--- config.mk ---
export PLATFORM = sky130hd
export DESIGN_NAME = seq_magnitude_comparator
export DESIGN_NICKNAME = d
export VERILOG_FILES = /design/src/rtl/seq_cmp_pkg.sv /design/src/rtl/seq_magnitude_comparator_cmp_chunk.sv /design/src/rtl/seq_magnitude_comparator.sv
export SDC_FILE = /design/constraint.sdc
export NUM_CORES = 1
export LEC_CHECK = 0
export CORE_MARGIN = 1
export CORE_UTILIZATION = 45
export DETAILED_ROUTE_END_ITERATION = 10
export PLACE_DENSITY = 0.74
export SYNTH_ARGS = -nofsm -noshare
export SYNTH_HDL_FRONTEND = slang
export SYNTH_SLANG_ARGS = --single-unit
--- constraint.sdc ---
create_clock -name clk -period 2.7 [get_ports clk]
set_clock_uncertainty 0.15 [all_clocks]
set_input_delay 0.54 -clock clk [delete_from_list [all_inputs] [get_ports clk]]
set_output_delay 0.54 -clock clk [all_outputs]
set_load 0.02 [all_outputs]
--- src/rtl/seq_cmp_pkg.sv ---
// Shared types for the sequential magnitude comparator.
// Signed compare support is enabled with SEQ_CMP_SIGNED_EN.
package seq_cmp_pkg;

    typedef enum logic [1:0] {
        IDLE = 2'd0,
        CMP  = 2'd1,
        DONE = 2'd2
    } cmp_state_e;

    typedef enum logic [1:0] {
        EQ = 2'd0,
        GT = 2'd1,
        LT = 2'd2
    } cmp_res_e;

    function automatic cmp_res_e to_res(input logic gt, input logic lt);
        cmp_res_e r;
        r = EQ;
        unique case (1'b1)
            gt:      r = GT;
            lt:      r = LT;
            default: r = EQ;
        endcase
        return r;
    endfunction

endpackage

--- src/rtl/seq_magnitude_comparator_cmp_chunk.sv ---
// Combinational unsigned comparator for one operand chunk.
// Exactly one of gt/eq/lt is high for any input pair.
module cmp_chunk #(
    parameter int CHUNK = 4
) (
    input  logic [CHUNK-1:0] a,
    input  logic [CHUNK-1:0] b,
    output logic             gt,
    output logic             eq,
    output logic             lt
);

    assign gt = (a > b);
    assign eq = (a == b);
    assign lt = (a < b);

endmodule

--- src/rtl/seq_magnitude_comparator.sv ---
// Multi-cycle WIDTH-bit comparator, CHUNK bits per cycle, MSB chunk first.
// Define SEQ_CMP_SIGNED_EN to add the signed_mode port (two's-complement).
module seq_magnitude_comparator
    import seq_cmp_pkg::*;
#(
    parameter int WIDTH = 32,
    parameter int CHUNK = 4
) (
    input  logic             clk,
    input  logic             rst_n,
    input  logic             in_valid,
    output logic             in_ready,
    input  logic [WIDTH-1:0] a,
    input  logic [WIDTH-1:0] b,
`ifdef SEQ_CMP_SIGNED_EN
    input  logic             signed_mode,
`endif
    output logic             out_valid,
    input  logic             out_ready,
    output logic             gt,
    output logic             eq,
    output logic             lt
);

    localparam int NCHUNK = WIDTH / CHUNK;
    localparam int IDXW   = (NCHUNK > 1) ? $clog2(NCHUNK) : 1;
    localparam logic [IDXW-1:0]  IDX_TOP  = IDXW'(NCHUNK - 1);
    localparam logic [CHUNK-1:0] MSB_MASK = CHUNK'(1) << (CHUNK - 1);

    if ((CHUNK < 1) || (CHUNK > WIDTH) || (WIDTH % CHUNK != 0)) begin : g_bad_cfg
        $error("seq_magnitude_comparator: WIDTH must be a multiple of CHUNK");
    end

    cmp_state_e       state;
    logic [IDXW-1:0]  idx;
    logic [WIDTH-1:0] a_q;
    logic [WIDTH-1:0] b_q;
    logic             flip;
    logic [CHUNK-1:0] a_chunk;
    logic [CHUNK-1:0] b_chunk;
    logic             c_gt;
    logic             c_eq;
    logic             c_lt;
    cmp_res_e         chunk_res;

`ifdef SEQ_CMP_SIGNED_EN
    logic sm_q;

    always_ff @(posedge clk or negedge rst_n) begin
        if (!rst_n) begin
            sm_q <= 1'b0;
        end else if (state == IDLE && in_valid) begin
            sm_q <= signed_mode;
        end
    end

    // Biasing the sign bit turns the top chunk into an unsigned compare.
    assign flip = sm_q && (idx == IDX_TOP);
`else
    assign flip = 1'b0;
`endif

    assign a_chunk = a_q[32'(idx) * CHUNK +: CHUNK] ^ (flip ? MSB_MASK : '0);
    assign b_chunk = b_q[32'(idx) * CHUNK +: CHUNK] ^ (flip ? MSB_MASK : '0);

    cmp_chunk #(
        .CHUNK (CHUNK)
    ) u_cmp_chunk (
        .a  (a_chunk),
        .b  (b_chunk),
        .gt (c_gt),
        .eq (c_eq),
        .lt (c_lt)
    );

    assign chunk_res = to_res(c_gt, c_lt);

    always_ff @(posedge clk or negedge rst_n) begin
        if (!rst_n) begin
            state     <= IDLE;
            idx       <= '0;
            a_q       <= '0;
            b_q       <= '0;
            in_ready  <= 1'b1;
            out_valid <= 1'b0;
            gt        <= 1'b0;
            eq        <= 1'b0;
            lt        <= 1'b0;
        end else begin
            unique case (state)
                IDLE: begin
                    if (in_valid) begin
                        a_q      <= a;
                        b_q      <= b;
                        idx      <= IDX_TOP;
                        in_ready <= 1'b0;
                        state    <= CMP;
                    end
                end
                CMP: begin
                    if (!c_eq || idx == '0) begin
                        gt        <= (chunk_res == GT);
                        eq        <= (chunk_res == EQ);
                        lt        <= (chunk_res == LT);
                        out_valid <= 1'b1;
                        state     <= DONE;
                    end else begin
                        idx <= idx - 1'b1;
                    end
                end
                DONE: begin
                    if (out_ready) begin
                        gt        <= 1'b0;
                        eq        <= 1'b0;
                        lt        <= 1'b0;
                        out_valid <= 1'b0;
                        in_ready  <= 1'b1;
                        state     <= IDLE;
                    end
                end
                default: begin
                    out_valid <= 1'b0;
                    in_ready  <= 1'b1;
                    state     <= IDLE;
                end
            endcase
        end
    end

endmodule
# [After elaboration in Yosys (flattened, before gate mapping)]
# Cells that the tools add are included.
# W data, S select, Z words.
[classes] shifts=2 bitwise=2 eq_ne=9 n_addsub=1 magnitude_cmp=2 div_mod_pow=0 muxes=20 n_mul=0 n_reduce_logical=13
[ops] cell="$shiftx A32 B6 Y4" count=2
[ops] cell="$reduce_and A3 Y1" count=5
[ops] cell="$ne A2 B2 Y1 const B" count=4
[ops] cell="$mux W1" count=7
[ops] cell="$mux W2" count=3
[ops] cell="$mux W3" count=2
[ops] cell="$pmux W1 S2" count=3
[ops] cell="$pmux W1 S3" count=2
[ops] cell="$pmux W2 S3" count=1
[ops] cell="$pmux W3 S2" count=1
[ops] cell="$eq A2 B1 Y1 const B" count=2
[ops] cell="$eq A2 B2 Y1 const B" count=2
[ops] cell="$eq A4 B4 Y1" count=1
[ops] cell="$gt A4 B4 Y1" count=1
[ops] cell="$logic_not A2 Y1" count=2
[ops] cell="$lt A4 B4 Y1" count=1
[ops] cell="$pmux W2 S2" count=1
[ops] cell="$reduce_bool A2 Y1" count=2
[ops] cell="$logic_not A3 Y1" count=1
[ops] cell="$sub A3 B1 Y3 const B" count=1
[ops] cell="$not A1 Y1" count=2
[ops] cell="$reduce_and A2 Y1" count=1
[ops] cell="$logic_not A1 Y1" count=1
[ops] cell="$logic_or A1 B1 Y1" count=1
[totals] word_cells=58 out_inout_bits=5 memories=0 ramBits=0 regBits=74 rom_bits=0 input_bits=68 latch_bits=0

# [Longest topological paths before layout]
[depth] ltp_word=6 depth_mapped=9 mapped_depth_nobuf=7

# [By module]
# From an unflattened synthesis, not the netlist that was laid out.
[unflattened] hier_cells=246 hier_area_um2=3606.0
[modules_own_cells] mod="seq_magnitude_comparator" seq_area_each_um2=1853.0 area_each_um2=3477.1 instances=1 cells_per_inst=230
[modules_own_cells] mod="cmp_chunk" seq_area_each_um2=0.0 area_each_um2=128.9 instances=1 cells_per_inst=16

# [Worst setup path after synthesis]
# No wires, ideal clock.
[synth_timing] path_type="register to register" from="register idx[0]" to="register idx[2]" path_buffers=1 period_less_slack_ns=2.570 path_stages_with_launch=9 setup_time_ns=0.082 arrival_time_ns=2.338 setup_slack_ns=0.130 required_ns=2.468 path_cell_list="dfrtp_1 buf_6 mux4_1 mux2_2 ha_1 nand4_1 nor3b_2 a211oi_1 a31oi_1"
[synth_via] elab_chain_cells=6 word_cells_on_any_way=11 classes_between="add/sub: 1; eq/ne: 2; shift: 2; mux: 2; reduce/logical: 4"
[synth_lines] element="start, declared" line_no="seq_magnitude_comparator.sv:35" rtl="logic [IDXW-1:0] idx;"
[synth_lines] element="start signal, assigned" line_no="seq_magnitude_comparator.sv:108" rtl="idx <= idx - 1'b1;"
[synth_lines] element="$shiftx A32 B6 Y4 (on tied branches)" line_no="seq_magnitude_comparator.sv:63, seq_magnitude_comparator.sv:64"
[synth_lines] element="$eq A4 B4 Y1" line_no="seq_magnitude_comparator_cmp_chunk.sv:14" rtl="assign eq = (a == b);"
[synth_lines] element="$logic_not A1 Y1" line_no="seq_magnitude_comparator.sv:101" rtl="if (!c_eq || idx == '0) begin"
[synth_lines] element="$logic_or A1 B1 Y1" line_no="seq_magnitude_comparator.sv:101"
[synth_lines] element="$ne A2 B2 Y1 (no source line)"
[synth_lines] element="$reduce_and A3 Y1 (no source line)"
# Parallel ways exist; a longest one is shown, timed or not. The select of a mux whose other input is x is not followed.
# A chain may end at the register's enable or synchronous reset.

# [Worst setup path after layout]
# Ends and elaborated chain as after synthesis.

==> run metrics <==
pre-CTS setup slack=-0.0708 ns; Mapped Cells=217; Max Cap Viol=0; GRT Overall Usage=18.9%; GRT overflow=0; Final Hold Viols=0; CTS H-tree depth=3; RSZ-0062 raised after global routing=yes; drt via density=5.21; Design Area, Final=0.00468 mm^2; clock buffer depth=2; via count=2115; Net Count, Synth=291; CTS clk-pin slew, worst paths=0.08 ns; Setup CP Type=register to register; failing checks=setup timing; CP Data Arrival Time=2.85 ns; fillcell total=521; post-route total power=4.96 mW; number of synthesized flops with an enable pin=0; Final WS setup=-0.0269 ns; Critical path origin=idx[0]$_DFFE_PN0P_; leakage=1.98 nW; die area=0.00804 mm^2; ys flop type=dfrtp_1; worst path required time=2.83 ns; hold buffers post-CTS=0; Slew Limit Fails=0; Final #Nets=376; Max VDD drop=0.500 mV; # port buffers=72; DP HPWL=4570 um; Fmax=367 MHz; Hold WC Path Type=input port to async pin; critical path endpoint category=register; initial DRC count=125; TritonCTS buffer count=9; Residual DRC=0; share of cells above drive strength 1=38.1%; Distinct cells, synth=32; yosys warns=0; Slew @ Worst Pin=0.901 ns; post-synthesis sequential area ratio=53.6%; row count=31; Post-DRT Antenna Nets=0; Final GP Congestion=0.744; pwr/cell area=1060 mW/mm^2; Root Driver=clkbuf_8; Starting Density=47.2%; Ant. Diodes=0; Multi-input gate area=0.00156 mm^2; Tmin final=2.73 ns; Synth Register Bits=74; Async S/R FF share, synth=100%; initial antenna violation count=0; Routed WL=6710 um; largest net degree at the start of global routing=75; Worst-Skew Late Latency=0.35 ns; final core occ=63.8%; status=finished with violations; # setup viols final=2; CTS tree=yes; first-pass GRT wire length=10900 um; fin crit share=101%; sequential cell area=0.00185 mm^2; vias in the first global route=2235; headroom to the max-slew limit=39.9%; worst-path fanout max=7; Routed WL per cell=16.5 um; Syn-to-layout area delta=35.3%; Placed Area=0.00431 mm^2; Core Area=0.00733 mm^2; mapped cell area=0.00346 mm^2; clock sinks=74; Die Height=89.7 um; reg2reg start=idx[0]$_DFFE_PN0P_; Syn Area/Cell=15.9 um^2; Initial DRT Pass Iterations=4; CP startpoint kind=register; Die W=89.7 um; io pins=73
==> synthesized netlist by cell type, types with 2 or more instances <==
master | n | share of area [%]
dfrtp_1 | 73 | 53
mux2_2 | 62 | 20
mux4_1 | 16 | 12
buf_2 | 6 | 0.87
ha_1 | 6 | 2.2
mux2_1 | 6 | 2.0
a21oi_1 | 5 | 0.72
inv_1 | 4 | 0.43
mux2i_1 | 4 | 1.2
nand2_1 | 3 | 0.33
nor2b_1 | 3 | 0.54
o21ai_0 | 3 | 0.43
a31o_2 | 2 | 0.51
and3_1 | 2 | 0.36
buf_6 | 2 | 0.65
clkbuf_1 | 2 | 0.22
nor3_1 | 2 | 0.29
nor3b_2 | 2 | 0.72
==> worst max-delay path: stages (launching register included) <==
cell and delay, ns:
dfrtp_1 0.41, buf_12 0.15, mux4_1 0.55, mux2_2 0.28, ha_1 0.30, nand4_1 0.22, nor3b_4 0.25, buf_4 0.15
a211oi_2 0.05, a31oi_1 0.15
==> routing by layer <==
metal	vias up	track usage [%]	part of all wire (%)
li1	984	-	-
met3	12	5.67	4.5
met5	-	0	0
met1	1067	24.1	45
met4	0	7.50	1.8
met2	52	30.4	49
==> layout by cell type, fill, tap and decap left out, types with 2 or more instances in the layout <==
cell and count:
a21oi_1 4, a31o_2 2, and3_1 2, buf_12 3
buf_4 10, bufinv_16 3, clkbuf_8 11, clkdlybuf4s50_1 71
clkinv_2 2, dfrtp_1 73, ha_1 4, ha_4 2
inv_1 4, mux2_1 6, mux2_2 60, mux2_4 2
mux2i_2 3, mux4_1 9, mux4_2 7, nand2_1 2
nor2b_1 3, nor3b_4 2, o21ai_0 2
==> report_power, final <==
part | internal (mW) | total [mW] | switching, mW | leakage (nW)
sequential | 1.65 | 1.96 | 0.308 | 0.862
clock | 0.661 | 1.06 | 0.395 | 0.129
combinational | 1.23 | 1.94 | 0.714 | 0.992
==> registers in the layout (all words and copies together) (netlist names) <==
name and flops:
a_q 32, b_q 32, idx 3, state 2
eq 1, gt 1, in_ready 1, lt 1
out_valid 1
==> cell type report <==
cell class                 count  share of cell area [%]
inverter                       4                   0.321
tap                           99                    2.65
clock inverter                 5                    2.14
timing repair buffer          86                    18.6
multi-input combinational    127                    33.4
clock buffer                  11                    3.24
sequential                    74                    39.6
==> metrics by stage <==
| step | TNS (ns) | std cells | hold WS (ns) |
|---|---|---|---|
| after floorplan | 0 | 217 | 0.0944 |
| after global placement | -0.0160 | 383 | 0.312 |
| after detailed placement | -0.114 | 383 | 0.315 |
| after CTS | -0.0452 | 404 | 0.207 |
| after global routing | -0.926 | 406 | 0.246 |
| final | -0.0513 | 406 | 0.179 |
==> logic make-up after synthesis <==
group | count (synthesis) | synth area share (%)
AO/OA/AOI/OAI | 15 | 2.68
adder cells (fa/ha/maj) | 6 | 2.17
buffers and inverters | 16 | 2.82
flip-flops | 74 | 53.6
multiplexers | 88 | 35.5
AND/OR/NAND/NOR | 18 | 3.29
==> final timing paths <==
kind,slack (ns),cells after the start,endpoint
worst max-delay path,-0.03,9,idx[2]$_DFFE_PN0P_
worst min-delay path,0.18,1,b_q[28]$_DFFE_PN0P_
max in group asynchronous,1.64,1,a_q[3]$_DFFE_PN0P_
min in group clk,0.34,2,out_valid$_DFFE_PN0P_
worst min register to register,0.34,2,out_valid$_DFFE_PN0P_
worst max register to register,-0.03,9,idx[2]$_DFFE_PN0P_
==> repair_timing <==
item | CTS | global route
setup endpoints to repair | 5 | 9
gates resized for setup | 12 | 14
pin swaps | 4 | 6
buffers inserted | 5 | 2
(Power assumes the default switching activity.)
